### config.mk
export PLATFORM = sky130hd
export DESIGN_NAME = micro_sequencer_flat
export DESIGN_NICKNAME = d
export VERILOG_FILES = /design/src/rtl/micro_sequencer_if.sv /design/src/rtl/micro_sequencer.sv /design/src/flat_wrapper.sv
export SDC_FILE = /design/constraint.sdc
export NUM_CORES = 1
export LEC_CHECK = 0
export ABC_CLOCK_PERIOD_IN_PS = 6000
export BUFFER_PORTS_ARGS = -buffer_cell sky130_fd_sc_hd__buf_4
export CELL_PAD_IN_SITES_DETAIL_PLACEMENT = 1
export CELL_PAD_IN_SITES_GLOBAL_PLACEMENT = 1
export CORE_MARGIN = 3
export CORE_UTILIZATION = 43
export DETAILED_ROUTE_END_ITERATION = 10
export GPL_ROUTABILITY_DRIVEN = 0
export PLACE_DENSITY_LB_ADDON = 0.1
export SLEW_MARGIN = 20
export SYNTH_ARGS = -nofsm -noshare
export SYNTH_HDL_FRONTEND = slang
export SYNTH_SLANG_ARGS = --single-unit
### constraint.sdc
create_clock -name clk -period 6 [get_ports clk]
set_clock_uncertainty 0.1 [all_clocks]
set_input_delay 0.3 -clock clk [delete_from_list [all_inputs] [get_ports clk]]
set_output_delay 0.3 -clock clk [all_outputs]
set_load 0.02 [all_outputs]
### src/rtl/micro_sequencer_if.sv
// rtl/micro_sequencer_if.sv - run/opcode/memory handshake and micro-op outputs of the sequencer
interface micro_sequencer_if;
  logic        Run;
  logic [2:0]  Opcode;
  logic        MemReady;
  logic [12:0] MicroCode;
  logic        Halted;
  logic        Busy;
  logic        InstrDone;

  // Control side: drives run, opcode and memory-ready, observes the micro-op word
  modport master (
    output Run, Opcode, MemReady,
    input  MicroCode, Halted, Busy, InstrDone
  );

  // Sequencer side
  modport slave (
    input  Run, Opcode, MemReady,
    output MicroCode, Halted, Busy, InstrDone
  );
endinterface

### src/rtl/micro_sequencer.sv
// rtl/micro_sequencer.sv - fetch/decode/execute stepper emitting one-hot micro-op words
module micro_sequencer #(
  parameter bit START_ON_RESET = 1'b0,
  parameter bit MEM_WAIT       = 1'b1
) (
  input  logic              clk,
  input  logic              reset,
  micro_sequencer_if.slave  bus
);

  typedef enum logic [3:0] {
    S_IDLE = 4'd0,
    S_F1   = 4'd1,
    S_F2   = 4'd2,
    S_F3   = 4'd3,
    S_DEC  = 4'd4,
    S_ER   = 4'd5,
    S_EL   = 4'd6,
    S_EA   = 4'd7,
    S_ES   = 4'd8,
    S_EW1  = 4'd9,
    S_EW2  = 4'd10,
    S_EJ   = 4'd11,
    S_EZ   = 4'd12,
    S_HALT = 4'd13
  } state_t;

  localparam logic [2:0] OP_NOP  = 3'b000;
  localparam logic [2:0] OP_LDAC = 3'b001;
  localparam logic [2:0] OP_STAC = 3'b010;
  localparam logic [2:0] OP_ADD  = 3'b011;
  localparam logic [2:0] OP_SUB  = 3'b100;
  localparam logic [2:0] OP_JUMP = 3'b101;
  localparam logic [2:0] OP_JMPZ = 3'b110;
  localparam logic [2:0] OP_HALT = 3'b111;

  // One-hot micro-op bits
  localparam logic [12:0] UC_AR_DR_PCINC = 13'h1000;
  localparam logic [12:0] UC_IR_DR       = 13'h0800;
  localparam logic [12:0] UC_AC_DR       = 13'h0400;
  localparam logic [12:0] UC_MEM_WR      = 13'h0200;
  localparam logic [12:0] UC_PC_DR       = 13'h0100;
  localparam logic [12:0] UC_PC_DR_Z     = 13'h0080;
  localparam logic [12:0] UC_MEM_RD      = 13'h0040;
  localparam logic [12:0] UC_AR_PC       = 13'h0020;
  localparam logic [12:0] UC_DR_AC       = 13'h0008;
  localparam logic [12:0] UC_ADD         = 13'h0004;
  localparam logic [12:0] UC_SUB         = 13'h0002;

  state_t      state;
  state_t      nxt;
  logic [2:0]  op_q;
  logic        run_armed;
  logic        mem_done;
  logic [12:0] micro_q;
  logic        halted_q;
  logic        busy_q;

  // With waiting disabled every memory micro-op completes in its first cycle
  assign mem_done = (MEM_WAIT == 1'b0) || bus.MemReady;

  // Micro-op word for each state; idle, halt and any stray encoding emit nothing
  function automatic logic [12:0] uc_of(input state_t s);
    case (s)
      S_F1:    uc_of = UC_AR_PC;
      S_F2:    uc_of = UC_MEM_RD;
      S_F3:    uc_of = UC_IR_DR;
      S_DEC:   uc_of = UC_AR_DR_PCINC;
      S_ER:    uc_of = UC_MEM_RD;
      S_EL:    uc_of = UC_AC_DR;
      S_EA:    uc_of = UC_ADD;
      S_ES:    uc_of = UC_SUB;
      S_EW1:   uc_of = UC_DR_AC;
      S_EW2:   uc_of = UC_MEM_WR;
      S_EJ:    uc_of = UC_PC_DR;
      S_EZ:    uc_of = UC_PC_DR_Z;
      default: uc_of = 13'h0000;
    endcase
  endfunction

  // Next-state selection; DEC looks at the live opcode, ER at the latched copy
  always_comb begin
    nxt = S_IDLE;
    case (state)
      S_IDLE: nxt = (START_ON_RESET || bus.Run) ? S_F1 : S_IDLE;
      S_F1:   nxt = S_F2;
      S_F2:   nxt = mem_done ? S_F3 : S_F2;
      S_F3:   nxt = S_DEC;
      S_DEC: begin
        case (bus.Opcode)
          OP_NOP:  nxt = S_F1;
          OP_LDAC: nxt = S_ER;
          OP_ADD:  nxt = S_ER;
          OP_SUB:  nxt = S_ER;
          OP_STAC: nxt = S_EW1;
          OP_JUMP: nxt = S_EJ;
          OP_JMPZ: nxt = S_EZ;
          OP_HALT: nxt = S_HALT;
          default: nxt = S_IDLE;
        endcase
      end
      S_ER: begin
        if (!mem_done) begin
          nxt = S_ER;
        end else begin
          case (op_q)
            OP_ADD:  nxt = S_EA;
            OP_SUB:  nxt = S_ES;
            default: nxt = S_EL;
          endcase
        end
      end
      S_EL:   nxt = S_F1;
      S_EA:   nxt = S_F1;
      S_ES:   nxt = S_F1;
      S_EW1:  nxt = S_EW2;
      S_EW2:  nxt = mem_done ? S_F1 : S_EW2;
      S_EJ:   nxt = S_F1;
      S_EZ:   nxt = S_F1;
      S_HALT: nxt = (run_armed && bus.Run) ? S_F1 : S_HALT;
      default: nxt = S_IDLE;
    endcase
  end

  // State register with registered Moore outputs decoded from the next state
  always_ff @(posedge clk) begin
    if (reset) begin
      state     <= S_IDLE;
      op_q      <= OP_NOP;
      run_armed <= 1'b0;
      micro_q   <= 13'h0000;
      halted_q  <= 1'b0;
      busy_q    <= 1'b0;
    end else begin
      state    <= nxt;
      micro_q  <= uc_of(nxt);
      halted_q <= (nxt == S_HALT);
      busy_q   <= (nxt != S_IDLE) && (nxt != S_HALT);
      if (state == S_DEC) begin
        op_q <= bus.Opcode;
      end
      // Leaving HALT needs a fresh rising edge of Run, so arm only after Run=0 is seen
      if (state == S_HALT) begin
        run_armed <= run_armed || !bus.Run;
      end else begin
        run_armed <= 1'b0;
      end
    end
  end

  assign bus.MicroCode = micro_q;
  assign bus.Halted    = halted_q;
  assign bus.Busy      = busy_q;

  // Last cycle of an instruction: single-cycle executes, NOP decode, or completing write
  assign bus.InstrDone = (state == S_EL) || (state == S_EA) || (state == S_ES) ||
                         (state == S_EJ) || (state == S_EZ) ||
                         ((state == S_DEC) && (bus.Opcode == OP_NOP)) ||
                         ((state == S_EW2) && mem_done);

endmodule

### src/flat_wrapper.sv
// flat-port wrapper written by rule: the top's interface ports become plain ports
module micro_sequencer_flat 
#(
  parameter bit START_ON_RESET = 1'b0,
  parameter bit MEM_WAIT       = 1'b1
)
  (clk, reset, bus_Run, bus_Opcode, bus_MemReady, bus_MicroCode, bus_Halted, bus_Busy, bus_InstrDone);
  micro_sequencer_if bus_i ();
  input  logic clk;
  input  logic reset;
  input wire logic [$bits(bus_i.Run)-1:0] bus_Run;
  input wire logic [$bits(bus_i.Opcode)-1:0] bus_Opcode;
  input wire logic [$bits(bus_i.MemReady)-1:0] bus_MemReady;
  output wire logic [$bits(bus_i.MicroCode)-1:0] bus_MicroCode;
  output wire logic [$bits(bus_i.Halted)-1:0] bus_Halted;
  output wire logic [$bits(bus_i.Busy)-1:0] bus_Busy;
  output wire logic [$bits(bus_i.InstrDone)-1:0] bus_InstrDone;
  assign bus_i.Run = bus_Run;
  assign bus_i.Opcode = bus_Opcode;
  assign bus_i.MemReady = bus_MemReady;
  assign bus_MicroCode = bus_i.MicroCode;
  assign bus_Halted = bus_i.Halted;
  assign bus_Busy = bus_i.Busy;
  assign bus_InstrDone = bus_i.InstrDone;
  micro_sequencer #(.START_ON_RESET(START_ON_RESET), .MEM_WAIT(MEM_WAIT)) u_core (.clk(clk), .reset(reset), .bus(bus_i));
endmodule
==> impl_metrics.yaml, run 1 <==
layout:
  fin_nets: 143
  fin_area_um2: 1240
  regArea_um2: 420
  mostFrequentLayoutCell: "dfxtp_1"
  mostFrequentLayoutCells: "dfxtp_1, buf_4, nand2_1"
  drive_gt1_frac: 0.274
  layoutNonFillerInstCount: 163
  fillers: 289
  multiInputGateArea_um2: 602
  diodes: 0
  area_growth_pct: 13.0
sta:
  maxSlewHeadroom: 0.638
  clock.fmax_ghz: 0.433
  slew_viol_final: 0
  setup_viol: 0
  worst_slew_pin_slew_ns: 0.543
  hold_viol: 0
  rsz0062_at_grt: "false"
  min_period_ns: 2.31
  fin_ws_ns: 3.69
  tns_ns: 0
  min_period_over_period: 0.384
min_path:
  holdCritPathClass: "primary input to register"
synth:
  yosysSeqAreaShare: 0.383
  synth-seq-cells: 21
  synth_top_flop_cell: "dfxtp_1"
  synth_cells: 120
  ys_warn_count: 0
  synth_edf_count: 0
  ys_async_sr_fraction: 0
  syn_avg_cell_area_um2: 9.15
  netlist_area_um2: 1100
  synth_cell_type_count: 48
route:
  drt_iter0_drc: 10
  vias: 968
  post_drt_wl_per_cell_um: 16.1
  wirelength_um: 2630
  viasPerCell: 5.94
  drc: 0
  drtPass1Iterations: 4
  ant_nets: 0
worst_setup_path:
  crit_required_ns: 6.13
  reg2reg_depth: 5
  path_delay_family: "simple AND/OR/NAND/NOR gates"
  end_kind: "register"
  cp_data_arrival_time_ns: 2.43
  worst-path-max-fanout: 13
  reg2reg_from: "u_core.state[1]$_SDFF_PP0_"
  endpoint: "u_core.bus.MicroCode[6]$_SDFF_PP0_"
  start_kind: "register"
  reg2reg_to: "u_core.bus.MicroCode[6]$_SDFF_PP0_"
  critPathMaxStageDelay_ns: 0.55
  crit_cells: 5
  r2r_slack_ns: 3.69
  cp_slowest_cell: "nor4b_2"
  path_buf_inv: 0
  startpoint: "u_core.state[1]$_SDFF_PP0_"
  crit_path_cell_trace: "nor4b_2 -> nand4b_1 -> o211a_1 -> or4_4 -> a211oi_2"
  criticalPathCategory: "register to register"
clocking:
  post_cts_resized: 0
  cts_max_path_buffers: 2
  clkLatencyLatePin_ns: 0.29
  numCtsBuffers: 3
  cts_tree: "built"
  cts.clk_slew.worst_paths_ns: 0.11
  htree_levels: 1
  cts_root_buffer: "clkbuf_4"
  postCtsSetupBuffers: 0
  clock-sinks: 21
  cts_hold_buf: 0
job:
  maxCapViolations: 0
floorplanning:
  io_pins: 23
  dieWidth_um: 56.5
  placementRows: 17
  die_height_um: 56.5
  initial_core_util: 0.474
  dieArea_um2: 3200
  coreArea_um2: 2320
power:
  p_total_w: 0.000287
  pwr_density_cell_nw_per_um2: 231
  irDropWorstVdd_mv: 0.225
  leakagePower_nw: 0.472
global_route:
  grt_first_pass_wirelength_um: 4440
  grtUsageTotal: 0.173
  grt_pass1_vias: 964
  grt_max_degree: 15
  overflow: 0
  antenna_found_initial: 0
placed_design:
  place_ws_ns: 3.77
  portBuffers: 20
  dp_cells: 159
  placed_cell_area_um2: 1210
  hpwl_um: 2000
status:
  outcome: "finished clean"
## sequential cells by signal, summed over array words and instances (netlist names)
signal and flops:
u_core.bus.MicroCode 11, u_core.op_q 3, u_core.run_armed 1, u_core.state 4
u_core.bus.Halted 1, u_core.bus.Busy 1
## logic make-up after synthesis
family | Yosys count | synth area share
multiplexers | 1 | 0.0102
other | 1 | 0.00341
flip-flops | 21 | 0.383
buffers and inverters | 12 | 0.0729
AND/OR/NAND/NOR | 58 | 0.330
AO/OA/AOI/OAI | 27 | 0.200
## worst min-delay path by stage
stage,slack [ns],end,from,depth (start not counted)
finish,0.18,u_core.op_q[1]$_SDFFE_PP0P_,reset,2
CTS,0.18,u_core.op_q[1]$_SDFFE_PP0P_,reset,2
global placement,0.35,u_core.op_q[2]$_SDFFE_PP0P_,u_core.op_q[2]$_SDFFE_PP0P_,2
floorplan,0.34,u_core.op_q[2]$_SDFFE_PP0P_,bus_Opcode[2],2
global route,0.17,u_core.op_q[0]$_SDFFE_PP0P_,reset,2
detailed placement,0.37,u_core.op_q[2]$_SDFFE_PP0P_,u_core.op_q[2]$_SDFFE_PP0P_,2
## through the flow
stage / hold WS [ns] / util
floorplan: 0.336 / -
global placement: 0.353 / 0.524
detailed placement: 0.366 / 0.524
CTS: 0.177 / 0.535
global route: 0.173 / 0.535
finish: 0.180 / 0.535
## synthesized netlist by cell type (2+ instances only)
cell / number / area [um2]
a221oi_1: 2 / 17.5
nor3_1: 7 / 35.0
nor3b_2: 2 / 25.0
nand2_1: 13 / 48.8
nand3b_1: 2 / 15.0
dfxtp_1: 21 / 420
inv_1: 2 / 7.51
o21ai_0: 2 / 10.0
o211ai_1: 2 / 15.0
nand2b_1: 2 / 12.5
clkbuf_1: 3 / 11.3
nor2_1: 9 / 33.8
and2b_1: 2 / 15.0
a21oi_1: 9 / 45.0
buf_4: 4 / 30.0
nand3_1: 3 / 15.0
and3_1: 2 / 12.5
nor3b_1: 3 / 22.5
## power by group
group	internal, W	leakage, nW	switching, W	total, W
logic	0.0000269	0.287	0.0000412	0.0000682
clock network	0.0000259	0.0150	0.0000393	0.0000652
registers	0.000146	0.170	0.00000763	0.000153
## final cells by class
cell class	count	share of cell area
Timing Repair Buffer	20	0.121
Clock buffer	4	0.0212
Sequential cell	21	0.339
Inverter	2	0.00605
Tap cell	28	0.0282
Multi-Input combinational cell	88	0.485
## metal layers
metal | GRT usage | share of wire
met5 | 0 | 0
met4 | 0.0373 | 0.0046
met3 | 0.0529 | 0.044
met2 | 0.279 | 0.47
met1 | 0.226 | 0.48
No activity file was read; power rests on OpenSTA's default activity.
==> inputs of run 2 (changes only) <==
ABC_CLOCK_PERIOD_IN_PS = 1900   (was 6000)
CORE_UTILIZATION = 36   (was 43)
clock period = 1.9 ns   (was 6 ns; I/O delays follow)
==> impl_metrics.yaml, run 2 (synthesized netlist as in run 1, its figures left out) <==
power:
  pwr_density_cell_nw_per_um2: 628
  irDropWorstVdd_mv: 0.442
  p_comb_frac: 0.390
  pwr-share-seq: 0.408
  clockPowerShare: 0.202
  intPower_w: 0.000756
  leakagePower_nw: 0.787
  p_total_w: 0.00118
  switching_share: 0.360
  p_sw_w: 0.000426
route:
  ant_nets: 0
  viasPerCell: 5.80
  drt_iter0_drc: 46
  wirelength_um: 4890
  drtPass1Iterations: 4
  vias: 1253
  post_drt_wl_per_cell_um: 22.7
  drc: 0
layout:
  fin_nets: 193
  area_growth_pct: 71.4
  largest_register_ffs: 11
  drive_gt1_frac: 0.632
  mostFrequentLayoutCell: "buf_4"
  diodes: 0
  mostFrequentLayoutCells: "buf_4, dfxtp_1, nand2_1"
sta:
  hold_viol: 0
  min_period_ns: 2.10
  rsz0062_at_grt: "true"
  slew_viol_final: 0
  hold_slack_ns: 0.0318
  clock.fmax_ghz: 0.476
  min_period_over_period: 1.11
  fin_ws_ns: -0.203
  setup_viol: 15
global_route:
  grt_use_met3: 0.0461
  grt_first_pass_wirelength_um: 5660
  grt_max_degree: 15
  use_met1: 0.273
  grt_use_met2: 0.337
  grt_pass1_vias: 1143
  overflow: 0
  antenna_found_initial: 0
  grt_busiest_layer: "met2"
  grtUsageTotal: 0.206
min_path:
  holdCritPathClass: "primary input to register"
  min_from: "bus_Run"
clocking:
  cts_root_buffer: "clkbuf_4"
  clock-sinks: 21
  cts.clk_slew.worst_paths_ns: 0.14
  cts_max_path_buffers: 2
  numCtsBuffers: 3
  cts_tree: "built"
  htree_levels: 1
  clkLatencyLatePin_ns: 0.32
job:
  maxCapViolations: 0
worst_setup_path:
  reg2reg_from: "u_core.state[3]$_SDFF_PP0_"
  worst-path-max-fanout: 7
  cp_data_arrival_time_ns: 2.25
  start_kind: "register"
  startpoint: "u_core.state[3]$_SDFF_PP0_"
  crit_required_ns: 2.05
  criticalPathCategory: "register to register"
  end_kind: "register"
status:
  outcome: "finished, violations left"
  failed_checks: "setup timing"
placed_design:
  portBuffers: 20
  hpwl_um: 2390
floorplanning:
  initial_core_util: 0.388
  dieWidth_um: 61.2
  dieArea_um2: 3750
  io_pins: 23
  placementRows: 19
  die_height_um: 61.2
  coreArea_um2: 2830
-- run 2: changes by cell type in the layout (fill, tap and decap cells not counted), sizes merged --
cell	before	now
buf	20	65
clkinv	0	1
dlygate4sd3	0	4
-- run 2: timing repair --
action	4_1_cts	5_1_grt
pin swaps	0	21
setup endpoints to repair	17	15
hold buffers	4	0
endpoints found under the hold margin	9	0
gates resized for setup	18	42
buffers inserted	2	22
-- run 2: per-layer routing --
layer | up-vias | part of all wire
li1 | 571 | -
met1 | 615 | 0.40
met2 | 52 | 0.51
met3 | 15 | 0.059
met4 | 0 | 0.031
met5 | - | 0
-- run 2: layout make-up --
class                   instances  area (um2)
fillers                       308         946
multi-input cells              88         795
repair buffers                 70         579
flip-flops and latches         21         435
well taps                      31        38.8
clock buffers                   3        22.5
inverters                       2        7.51
clock inverters                 1        5.00
-- run 2: worst max-delay path, cell delays in order, from the launching register on --
cell	delay [ns]
dfxtp_4	0.42
buf_6	0.13
nor2_4	0.05
a22o_1	0.22
a221o_2	0.41
buf_6	0.14
or3_4	0.36
nor3_2	0.20
-- run 2: per-stage QoR --
stage	instance area, um2	setup WS, ns	instances	util	TNS [ns]
floorplan	1120	-0.0845	121	-	-0.186
global placement	1400	-0.180	184	0.495	-1.19
detailed placement	1400	-0.226	184	0.495	-1.72
CTS	1550	-0.118	194	0.549	-0.704
global route	1880	-0.257	216	0.666	-2.38
finish	1880	-0.203	216	0.666	-1.68
-- run 2: final timing paths --
path                                                      endpoint  slack [ns]  cells after the start
worst max-delay path            u_core.bus.MicroCode[9]$_SDFF_PP0_       -0.20                      7
worst min register to register         u_core.op_q[2]$_SDFFE_PP0P_        0.53                      3
worst max register to register  u_core.bus.MicroCode[9]$_SDFF_PP0_       -0.20                      7
worst min-delay path                   u_core.run_armed$_SDFF_PP0_        0.03                      3
-- run 2: power by group through the flow --
stage               registers [W]  logic [W]  clock network (W)
floorplan                0.000494   0.000157                  0
global placement         0.000490   0.000246                  0
detailed placement       0.000493   0.000253                  0
CTS                      0.000485   0.000289           0.000226
global route             0.000485   0.000479           0.000253
finish                   0.000482   0.000461           0.000239
